### config.mk
export PLATFORM = sky130hd
export DESIGN_NAME = logic_gate_pipe
export DESIGN_NICKNAME = d
export VERILOG_FILES = /design/src/rtl/logic_gate_pkg.sv /design/src/rtl/logic_gate_skid.sv /design/src/rtl/logic_gate_pipe.sv
export SDC_FILE = /design/constraint.sdc
export NUM_CORES = 1
export LEC_CHECK = 0
export ABC_AREA = 1
export BUFFER_PORTS_ARGS = -buffer_cell sky130_fd_sc_hd__buf_2
export CAP_MARGIN = 10
export CORE_ASPECT_RATIO = 0.7
export CORE_MARGIN = 2
export CORE_UTILIZATION = 59
export DETAILED_ROUTE_END_ITERATION = 10
export PLACE_DENSITY = 0.95
export REMOVE_ABC_BUFFERS = 1
export SLEW_MARGIN = 10
export SYNTH_ARGS = -nofsm -noshare
export SYNTH_HDL_FRONTEND = slang
export SYNTH_SLANG_ARGS = --single-unit
### constraint.sdc
create_clock -name clk_i -period 2.03 [get_ports clk_i]
set_clock_uncertainty 0.1 [all_clocks]
set_input_delay 0.203 -clock clk_i [delete_from_list [all_inputs] [get_ports clk_i]]
set_output_delay 0.203 -clock clk_i [all_outputs]
set_load 0.1 [all_outputs]
### src/rtl/logic_gate_pkg.sv
// Shared types for logic_gate_pipe: gate opcodes, sweep FSM states and the
// single-bit gate evaluator applied across the operand width.
package logic_gate_pkg;

  typedef enum logic [2:0] {
    OP_AND  = 3'd0,
    OP_OR   = 3'd1,
    OP_XOR  = 3'd2,
    OP_NAND = 3'd3,
    OP_NOR  = 3'd4,
    OP_XNOR = 3'd5,
    OP_NOT  = 3'd6,
    OP_BUF  = 3'd7
  } op_e;

  typedef enum logic [1:0] {
    SW_IDLE  = 2'd0,
    SW_RUN   = 2'd1,
    SW_CHECK = 2'd2
  } sweep_state_e;

  localparam int SWEEP_VECTORS = 32;

  // Per-bit evaluation keeps the function independent of WIDTH.
  function automatic logic gate_eval(input op_e op, input logic a, input logic b);
    logic r;
    case (op)
      OP_AND:  r = a & b;
      OP_OR:   r = a | b;
      OP_XOR:  r = a ^ b;
      OP_NAND: r = ~(a & b);
      OP_NOR:  r = ~(a | b);
      OP_XNOR: r = ~(a ^ b);
      OP_NOT:  r = ~a;
      default: r = a;
    endcase
    return r;
  endfunction

endpackage

### src/rtl/logic_gate_skid.sv
// Two-entry valid/ready register slice: an output register plus one skid register,
// with in_ready taken straight from a flop so it never depends on out_ready.
module logic_gate_skid #(
  parameter int WIDTH = 8
) (
  input  logic             clk_i,
  input  logic             rst_i,
  input  logic             in_valid_i,
  output logic             in_ready_o,
  input  logic [WIDTH-1:0] in_data_i,
  output logic             out_valid_o,
  input  logic             out_ready_i,
  output logic [WIDTH-1:0] out_data_o
);

  logic             out_valid_q, out_valid_d;
  logic             skid_full_q, skid_full_d;
  logic [WIDTH-1:0] out_q, out_d;
  logic [WIDTH-1:0] skid_q, skid_d;
  logic             in_fire, out_fire;

  assign in_ready_o  = ~skid_full_q;
  assign out_valid_o = out_valid_q;
  assign out_data_o  = out_q;

  assign in_fire  = in_valid_i & ~skid_full_q;
  assign out_fire = out_valid_q & out_ready_i;

  always_comb begin
    out_valid_d = out_valid_q;
    skid_full_d = skid_full_q;
    out_d       = out_q;
    skid_d      = skid_q;
    if (out_fire) begin
      // A full skid blocks in_fire, so draining it and accepting never coincide.
      if (skid_full_q) begin
        out_d       = skid_q;
        skid_full_d = 1'b0;
      end else if (in_fire) begin
        out_d = in_data_i;
      end else begin
        out_valid_d = 1'b0;
      end
    end else if (!out_valid_q) begin
      if (in_fire) begin
        out_d       = in_data_i;
        out_valid_d = 1'b1;
      end
    end else if (in_fire) begin
      skid_d      = in_data_i;
      skid_full_d = 1'b1;
    end
  end

  always_ff @(posedge clk_i or posedge rst_i) begin
    if (rst_i) begin
      out_valid_q <= 1'b0;
      skid_full_q <= 1'b0;
      out_q       <= '0;
      skid_q      <= '0;
    end else begin
      out_valid_q <= out_valid_d;
      skid_full_q <= skid_full_d;
      out_q       <= out_d;
      skid_q      <= skid_d;
    end
  end

endmodule

### src/rtl/logic_gate_pipe.sv
// Registered WIDTH-bit bitwise gate unit with valid/ready handshakes and a 2-entry skid.
// Optional truth-table sweep self-test when LOGIC_GATE_PIPE_SWEEP_EN is defined.
//
//   state    | meaning
//   SW_IDLE  | normal pipeline traffic, waiting for sweep_start
//   SW_RUN   | generator issues 32 op/pattern vectors, pipeline handshakes frozen
//   SW_CHECK | final compare, sweep_done pulse, back to idle
module logic_gate_pipe
  import logic_gate_pkg::*;
#(
  parameter int WIDTH = 8
) (
  input  logic             clk_i,
  input  logic             rst_i,
  input  logic             in_valid_i,
  output logic             in_ready_o,
  input  logic [2:0]       op_i,
  input  logic [WIDTH-1:0] a_i,
  input  logic [WIDTH-1:0] b_i,
  output logic             out_valid_o,
  input  logic             out_ready_i,
  output logic [WIDTH-1:0] y_o,
  input  logic             sweep_start_i,
  output logic             sweep_busy_o,
  output logic             sweep_done_o,
  output logic             sweep_fail_o
);

  logic [WIDTH-1:0] res;
  logic             skid_in_ready, skid_out_valid;
  logic             sweep_hold;

  always_comb begin
    res = '0;
    for (int i = 0; i < WIDTH; i++) res[i] = gate_eval(op_e'(op_i), a_i[i], b_i[i]);
  end

  // The sweep freezes both handshakes so any held beat survives the self-test.
  assign in_ready_o  = skid_in_ready & ~sweep_hold;
  assign out_valid_o = skid_out_valid & ~sweep_hold;

  logic_gate_skid #(.WIDTH(WIDTH)) u_skid (
    .clk_i       (clk_i),
    .rst_i       (rst_i),
    .in_valid_i  (in_valid_i & ~sweep_hold),
    .in_ready_o  (skid_in_ready),
    .in_data_i   (res),
    .out_valid_o (skid_out_valid),
    .out_ready_i (out_ready_i & ~sweep_hold),
    .out_data_o  (y_o)
  );

`ifdef LOGIC_GATE_PIPE_SWEEP_EN
  sweep_state_e     state_q;
  logic [4:0]       idx_q;
  logic             busy_q, done_q, fail_q;
  logic             chk_v_q, chk_exp_q;
  logic [WIDTH-1:0] chk_res_q;
  logic [WIDTH-1:0] gen_a, gen_b, gen_res;
  logic [3:0]       ref_tt;
  op_e              gen_op;

  assign gen_op = op_e'(idx_q[4:2]);
  assign gen_a  = {WIDTH{idx_q[1]}};
  assign gen_b  = {WIDTH{idx_q[0]}};

  always_comb begin
    gen_res = '0;
    for (int i = 0; i < WIDTH; i++) gen_res[i] = gate_eval(gen_op, gen_a[i], gen_b[i]);
  end

  // Reference truth tables indexed by {a,b}, deliberately not derived from gate_eval.
  always_comb begin
    case (idx_q[4:2])
      3'd0:    ref_tt = 4'b1000;
      3'd1:    ref_tt = 4'b1110;
      3'd2:    ref_tt = 4'b0110;
      3'd3:    ref_tt = 4'b0111;
      3'd4:    ref_tt = 4'b0001;
      3'd5:    ref_tt = 4'b1001;
      3'd6:    ref_tt = 4'b0011;
      default: ref_tt = 4'b1100;
    endcase
  end

  always_ff @(posedge clk_i or posedge rst_i) begin
    if (rst_i) begin
      state_q   <= SW_IDLE;
      idx_q     <= '0;
      busy_q    <= 1'b0;
      done_q    <= 1'b0;
      fail_q    <= 1'b0;
      chk_v_q   <= 1'b0;
      chk_exp_q <= 1'b0;
      chk_res_q <= '0;
    end else begin
      done_q  <= 1'b0;
      chk_v_q <= 1'b0;
      if (chk_v_q && (chk_res_q != {WIDTH{chk_exp_q}})) fail_q <= 1'b1;
      case (state_q)
        SW_IDLE: begin
          if (sweep_start_i && !skid_out_valid && skid_in_ready) begin
            state_q <= SW_RUN;
            idx_q   <= '0;
            busy_q  <= 1'b1;
            fail_q  <= 1'b0;
          end
        end
        SW_RUN: begin
          chk_v_q   <= 1'b1;
          chk_res_q <= gen_res;
          chk_exp_q <= ref_tt[idx_q[1:0]];
          idx_q     <= idx_q + 5'd1;
          if (idx_q == 5'(SWEEP_VECTORS - 1)) begin
            state_q <= SW_CHECK;
            done_q  <= 1'b1;
          end
        end
        default: begin
          state_q <= SW_IDLE;
          busy_q  <= 1'b0;
        end
      endcase
    end
  end

  assign sweep_hold   = busy_q;
  assign sweep_busy_o = busy_q;
  assign sweep_done_o = done_q;
  assign sweep_fail_o = fail_q;
`else
  logic unused_sweep_start;
  assign unused_sweep_start = sweep_start_i;
  assign sweep_hold   = 1'b0;
  assign sweep_busy_o = 1'b0;
  assign sweep_done_o = 1'b0;
  assign sweep_fail_o = 1'b0;
`endif

endmodule
# Yosys cells after proc, flatten, opt, wreduce, memory -nomap -nowiden
# Index checks and enable logic that the tools add are counted.
# word_totals
in_bits	24
wordCells	99
output_inout_bits	13
register_bits	18
# classes
n_reduce_logical	6
eq_ne	9
n_mux	20
bitwise_logic	60
# op_table
op	count
1-bit one-hot mux with 7 select lines	8
1-bit NOT	34
8-bit 2-to-1 mux	4
1-bit AND	10
3-bit == test, second input constant	3
1-bit 2-to-1 mux	8
1-bit bitwise OR	8
1-bit XOR	8
3-bit by 2-bit == test with 1-bit output, second input constant	2
2-bit != test, second input constant	3
2-bit AND reduction	2
2-bit nonzero test	2
3-bit by 1-bit == test with 1-bit output, second input constant	1
3-bit logical NOT	1
3-bit AND reduction	1

# Logic depth before layout (Yosys ltp)
# Gate-level depths: netlist (run 1).
# depth
depth_word	6
depth_mapped	9
mapped_depth_nobuf	9

# Hierarchy
# Synthesis (run 1) repeated with hierarchy kept, for this count alone.
# hier_totals
cells_unflattened	302
area_unflattened_um2	1919.3
# by_module_without_submodules
mod	seq_area_each_um2	instances	cells_each	area_each_um2
logic_gate_pipe	0.0	1	180	960.9
logic_gate_skid	450.4	1	122	958.4

# Worst setup path before layout (run 1)
# OpenSTA, ideal clock, no wires.
# synth_timing
kind	flip-flop to flip-flop
start	reg u_skid.skid_full_q
end	reg u_skid.out_q[2], in the netlist u_skid.out_data_o[2]
stages_incl_launch_ff	9
path_buffers	1
required_ns	1.862
setup_slack_ns	0.036
t_arrival_ns	1.827
period_less_slack_ns	1.994
setup_time_ns	0.068
path_cell_list	dfrtp_1 inv_1 nand2_1 inv_1 buf_2 nor3_1 nor2_1 nand2_1 nand2_1
# synth_via
elab_chain_len	5
word_cells_on_any_way	6
cone_classes	mux: 4; bitwise: 2
# synth_lines
item	line	text
from (decl)	logic_gate_skid.sv:17	logic skid_full_q, skid_full_d;
from (signal assigned)	logic_gate_skid.sv:63	skid_full_q <= skid_full_d;
1-bit NOT *	-	
via in_ready_o	logic_gate_pipe.sv:16	output logic in_ready_o,
1-bit AND *	logic_gate_skid.sv:26	assign in_fire = in_valid_i & ~skid_full_q;
8-bit 2-to-1 mux *	-	
8-bit 2-to-1 mux, on equally long branches	-	
8-bit 2-to-1 mux *	logic_gate_skid.sv:34	if (out_fire) begin
to (signal assigned)	logic_gate_skid.sv:64	out_q <= out_d;
to (decl)	logic_gate_skid.sv:18	logic [WIDTH-1:0] out_q, out_d;
# Mark *: on every way through the listed nets, which the timed path passes. The rest lies on a longest branch. The select of a mux whose other input is x is not followed.
# A chain may end at the register's enable or synchronous reset.

# Final worst setup path (run 1)
# layout_timing
start	reg u_skid.skid_full_q
end	reg u_skid.out_q[6], in the netlist u_skid.out_data_o[6]
# layout_via
elab_chain_len	5
word_cells_on_any_way	6
cone_classes	mux: 4; bitwise: 2
# layout_lines
item	line
1-bit NOT	logic_gate_skid.sv:26
1-bit AND	logic_gate_skid.sv:26
8-bit 2-to-1 mux	-
8-bit 2-to-1 mux, on equally long branches	-
8-bit 2-to-1 mux *	logic_gate_skid.sv:34
# Every way passes the cells marked *; elsewhere a longest branch is shown, timed or not. The select of a mux whose other input is x is not followed.

==> summary.txt, run 1 <==
Setup path
  • RR Startpoint: u_skid.skid_full_q
  • CP Launch Type: register
  • Reg-to-reg endpoint: u_skid.out_data_o[6]
  • CP required: between 2 and 2.5 ns
  • Max FO, Critical Path: 16
  • Critical path class: reg2reg
  • FF-to-FF path depth: 6
  • WP data arrival: 1.55 ns
  • Critical Path End Type: register
  • R2R setup slack: 0.53 ns

Die
  • I/O Pins: 37
  • Initial cell density of the core: 62.9%
  • CORE AREA: 2820 sq um
  • DIE HEIGHT: 49.9 um
  • Die area: 3470 sq um
  • Die W: 69.6 um
  • # rows: 16

Drt
  • Met2 wire length: about 2100 um
  • Routed metal-1 wirelength: 1960 um
  • Vias per inst: 5.42
  • Initial drt markers: around 130
  • Uppermost routed layer: met4
  • Drt drc: 0
  • Vias: 1,920
  • DR WL/cell: 12.4 um
  • Met3 wire len: 295 um
  • Final antenna-violating net count: 0
  • Total Routed Length: ~4400 um
  • First-pass detailed-route iteration total: 5

Yosys
  • Synth Area in Compound Gates: 5.92%
  • Post-synth EDFFs: 0
  • Post-Synth Simple-Gate Area: 43.8%
  • Syn. warnings: 0
  • Asr flop ratio synth: 100%
  • Largest family of logic cells by synthesized area: simple AND/OR/NAND/NOR gates
  • Synth Area in Adders: 11.3%
  • Xor and xnor area share after synthesis: 0%
  • Proportion of synthesized area in mux cells: 0%
  • Top cell type's share of synthesized area: 25.4%
  • Mapped Cells: 287
  • Top FF cell, synth: dfrtp_1
  • Post-synth top area cell: dfrtp_1
  • Ranking of synthesized cells by area: dfrtp_1 (25%), nand2_1 (17%), ha_1 (11%)
  • Syn Std Cell Area: 1780 sq um
  • Synth Register Bits: 18
  • Synth Area per Inst: 6.19 sq um
  • Register area share after synthesis: ~25%
  • Unique masters post-synth: 23

Timing
  • Fin crit share: 74.1%
  • Hold Slack: 0.115 ns
  • Final worst slack: 0.526 ns
  • Final Hold Viols: 0
  • Unrepaired setup endpoints after global routing: no
  • TNS Setup: 0 ns
  • Pins over their slew limit: 0
  • Minimum clock period: ~1.5 ns
  • Relative slew slack: between 50 and 60%
  • Peak Freq: 665 MHz
  • Worst Max-Slew Pin Slew: 0.662 ns
  • Finish-stage setup viols: 0

Final layout
  • Diode count: 0
  • Most frequent cells in the layout: nand2_1 (81), inv_1 (42), nand3_1 (33), nor2_1 (33), buf_2 (32)
  • Core Util, Final: 71.4%
  • Fraction of layout instances using a drive strength above 1: 15.1%
  • Layout area overhead: 13.4%
  • Total Nets Final: around 360
  • Commonest non-fill, non-tap cell in the layout: nand2_1

Global routing
  • First-pass GRT wire length: 7380 um
  • Initial antenna violation count: 0
  • Largest net degree at the start of global routing: 25
  • Tot GR Track Use: 26.2%
  • Grt total ovfl: 0
  • Vias in the first global route: around 1.7k

Power
  • Combinational fraction of design power: 61.6%
  • Leakage: between 1 and 1.5 nW
  • VDD IR max: 1.22 mV
  • Switching fraction of total power: 58.3%
  • Power per standard cell area: 1210 nW/um^2
  • Clock power frac: 12.0%
  • Final Power: 0.00243 W
  • Switching pwr: between 0.001 and 0.0015 W
  • Sequential share of power: 26.4%
  • Internal power: approximately 0.0010 W

Outcome
  • Run status: complete, no violations

Hold path
  • Worst hold endpoint: u_skid.out_valid_o
  • Min-delay worst type: in2reg
  • Hold wc startpoint: in_valid_i
  • Hold depth: 3

CTS
  • Clock tree sinks: 18
  • CTS resizes: 0
  • CTS H-tree depth: 1
  • Skew-Pair Late Insertion Delay: 0.25 ns
  • CTS buffer count: 3
  • CTS Hold Bufs: 1
  • Clk root buf: clkbuf_8
  • Clock-pin slew on the worst setup and hold paths: 0.07 ns
  • CTS Buffer Depth: 2
  • TritonCTS clock tree: yes
  • Postcts setup bufs: 0

Placed design
  • Pre-CTS setup slack: 0.446 ns
  • Port bufs: 32
  • Placer congestion estimate: 0.878
  • DP HPWL: about 3200 um

Job
  • Number of max-cap violations: 0
[registers in the layout, indices dropped and copies added (netlist names)]
| name | flops |
|---|---|
| u_skid.out_valid_o | 1 |
| u_skid.out_data_o | 8 |
| u_skid.skid_q | 8 |
| u_skid.skid_full_q | 1 |
[how the worst max path moves through the flow]
stage	start	endpoint	slack (ns)	cells after the start
after floorplan	u_skid.out_valid_o	u_skid.skid_q[0]	-0.50	7
after global placement	op_i[2]	u_skid.out_data_o[6]	0.51	8
after detailed placement	op_i[2]	u_skid.out_data_o[3]	0.45	8
after CTS	u_skid.skid_full_q	u_skid.out_data_o[6]	0.51	6
after global routing	u_skid.skid_full_q	u_skid.out_data_o[1]	0.40	6
final	u_skid.skid_full_q	u_skid.out_data_o[6]	0.53	6
[kinds of logic (layout without fill, tap and decap cells)]
logic type / Yosys count / in the layout
compound gates: 20 / 20
fa+ha+maj: 16 / 16
buf+inv: 57 / 86
flops: 18 / 18
other cells: 1 / 3
simple gates: 175 / 175
[worst max-delay path: stages, from the launching register on]
cell     delay, ns
dfrtp_1       0.38
inv_1         0.08
nand2_1       0.08
inv_1         0.41
nand4_1       0.19
nand2_1       0.10
nand2_1       0.05
[per-layer routing]
layer | up-vias | track usage [%]
met1 | 870 | 34.3
met4 | 0 | 4.58
met2 | 69 | 45.7
met3 | 4 | 5.32
met5 | - | 0
li1 | 977 | -
[Yosys cell counts (3+ instances only)]
library cell / instances
o21ai_1: 6
nor3_1: 6
inv_2: 3
inv_1: 42
o21ai_0: 10
nand2_1: 81
nand4_1: 16
nand3_1: 33
ha_1: 16
dfrtp_1: 18
buf_4: 5
nor2_1: 33
buf_2: 5
[power by group through the flow]
stage / registers [W] / clock network [W] / logic [W]
after global routing: 0.000661 / 0.000314 / 0.00161
after CTS: 0.000643 / 0.000292 / 0.00150
final: 0.000643 / 0.000292 / 0.00150
after global placement: 0.000636 / 0 / 0.00146
after detailed placement: 0.000644 / 0 / 0.00149
after floorplan: 0.00128 / 0 / 0.000556
[through the flow]
step           instances  area (sq um)
2_1_floorplan        277          1710
3_3_place_gp         349          1950
3_5_place_dp         349          1950
4_1_cts              354          2010
5_1_grt              354          2010
6_report             354          2010
[cell type report]
class,count,area [sq um]
multi-input combinational,214,1090
fill,251,808
sequential,18,450
timing repair buffer,37,200
inverter,45,169
clock buffer,4,55.1
tap,36,45.0
Power figures use the tool's default switching activity.
==> run 2: changes to the inputs <==
--- a/config.mk
+++ b/config.mk
@@ -10,9 +10,9 @@
 export CAP_MARGIN = 10
 export CORE_ASPECT_RATIO = 0.7
 export CORE_MARGIN = 2
-export CORE_UTILIZATION = 59
+export CORE_UTILIZATION = 55
 export DETAILED_ROUTE_END_ITERATION = 10
-export PLACE_DENSITY = 0.95
+export PLACE_DENSITY = 0.92
 export REMOVE_ABC_BUFFERS = 1
 export SLEW_MARGIN = 10
 export SYNTH_ARGS = -nofsm -noshare
==> constraint.sdc (replaced) <==
create_clock -name clk_i -period 1.4 [get_ports clk_i]
set_clock_uncertainty 0.1 [all_clocks]
set_input_delay 0.14 -clock clk_i [delete_from_list [all_inputs] [get_ports clk_i]]
set_output_delay 0.14 -clock clk_i [all_outputs]
set_load 0.1 [all_outputs]
==> run 2 against run 1 <==
  * Core utilization decreased by 2.9 points
  * Non-clock buffer count increased by 13
  * Largest cell class unchanged
  * Critical path depth increased by 2
==> summary.txt, run 2 (same netlist as run 1, synthesis figures left out) <==
Outcome
  • Run status: complete, no violations

Drt
  • Total Routed Length: 4480 um
  • Drt drc: 0
  • Vias: 1,987
  • Vias per inst: 5.40
  • First-pass detailed-route iteration total: 4
  • Initial drt markers: 138
  • Final antenna-violating net count: 0
  • DR WL/cell: 12.2 um

Global routing
  • Vias in the first global route: 1,819
  • Largest net degree at the start of global routing: 25
  • Grt total ovfl: 0
  • Initial antenna violation count: 0
  • First-pass GRT wire length: between 7000 and 8000 um
  • Tot GR Track Use: 25.5%

Die
  • Die W: 71.9 um
  • # rows: 17
  • Initial cell density of the core: a little under three fifths
  • I/O Pins: 37
  • CORE AREA: about 3100 sq um
  • Die area: 3710 sq um
  • DIE HEIGHT: about 52 um

Timing
  • Hold Slack: 0.112 ns
  • Minimum clock period: 1.34 ns
  • Final Hold Viols: 0
  • Finish-stage setup viols: 0
  • Peak Freq: 746 MHz
  • Fin crit share: 95.8%
  • Final worst slack: 0.0591 ns
  • Pins over their slew limit: 0

Setup path
  • WP data arrival: about 1.4 ns
  • Critical path class: reg2reg
  • Critical Path End Type: register
  • Max FO, Critical Path: 7
  • CP Launch Type: register
  • CP required: between 1 and 1.5 ns

CTS
  • Clk root buf: clkbuf_8
  • Clock tree sinks: 18
  • Skew-Pair Late Insertion Delay: 0.25 ns
  • CTS H-tree depth: 1
  • Clock-pin slew on the worst setup and hold paths: 0.06 ns
  • CTS Buffer Depth: 2
  • CTS buffer count: 3
  • TritonCTS clock tree: yes

Job
  • Number of max-cap violations: 0

Final layout
  • Fraction of layout instances using a drive strength above 1: 20.0%
  • Filler cell count: 276
  • Layout area overhead: 20.4%
  • Non-filler cells, final: 368
  • Diode count: 0
  • Most frequent cells in the layout: nand2_1 (80), inv_1 (40), nand3_1 (33)
  • Total Nets Final: 372
  • Commonest non-fill, non-tap cell in the layout: nand2_1

Hold path
  • Min-delay worst type: in2reg

Power
  • VDD IR max: approximately 1.7 mV
  • Internal power: between 0.0015 and 0.002 W
  • Power per standard cell area: 1700 nW/um^2
  • Clock power frac: 9.6%
  • Combinational fraction of design power: 64.6%
  • Switching pwr: between 0.002 and 0.0025 W
  • Sequential share of power: 25.7%
  • Leakage: ~1.2 nW
  • Switching fraction of total power: 57.4%

Placed design
  • DP HPWL: 3480 um
  • Pre-CTS setup slack: -0.153 ns
  • Placer congestion estimate: 0.895
  • # placed instances: between 300 and 400
  • Port bufs: 32
-- run 2: stage by stage --
stage	instance area, sq um	util [%]	total power, W	TNS, ns
detailed placement	2060	65.8	0.00322	-1.74
CTS	2110	67.4	0.00358	0
global route	2140	68.4	0.00386	-0.0120
floorplan	1710	-	0.00266	-16.24
finish	2140	68.4	0.00364	0
global placement	2060	65.8	0.00316	-0.0950
-- run 2: power by group through the flow --
stage               Combinational [W]  Sequential (W)  Clock (W)
floorplan                    0.000806         0.00185          0
global placement              0.00224        0.000924          0
detailed placement            0.00229        0.000930          0
CTS                           0.00230        0.000927   0.000354
global route                  0.00252        0.000965   0.000378
finish                        0.00235        0.000937   0.000350
-- run 2: layout make-up --
type                            instances  area [sq um]  area share [%]
Tap cell                               38          47.5            2.22
Clock buffer                            3          41.3            1.93
Sequential cell                        18           450            21.1
Timing Repair Buffer                   50           317            14.8
Multi-Input combinational cell        214          1110            52.1
Inverter                               45           169            7.89
-- run 2: layer usage --
metal / track usage, % / wire (um)
met1: 33.2 / 1980
met2: 44.9 / 2160
met3: 5.23 / 304
met4: 4.40 / 39
met5: 0 / 0
-- run 2: worst paths after layout --
kind / start / to / slack, ns / depth (start not counted)
max in group asynchronous: rst_i / u_skid.skid_q[5] / 0.67 / 4
worst min register to register: u_skid.skid_q[3] / u_skid.skid_q[3] / 0.38 / 2
min in group asynchronous: rst_i / u_skid.out_data_o[1] / 0.34 / 4
worst max register to register: u_skid.skid_full_q / u_skid.out_data_o[1] / 0.06 / 8
worst max-delay path: u_skid.skid_full_q / u_skid.out_data_o[1] / 0.06 / 8
worst min-delay path: out_ready_i / u_skid.skid_full_q / 0.11 / 4
-- run 2: critical path, stage by stage (launching register included) --
cell and delay, ns:
dfrtp_1 0.36, inv_2 0.06, nand2_2 0.07, inv_1 0.06, buf_4 0.16, o31ai_2 0.22
inv_1 0.08, nand2_1 0.08, nand2_1 0.05
-- run 2: repair_timing --
item,in CTS,in global routing
setup endpoints to repair,0,8
gates resized for setup,0,11
setup buffers,0,1
hold endpoints to repair,18,0
hold buffers,1,0
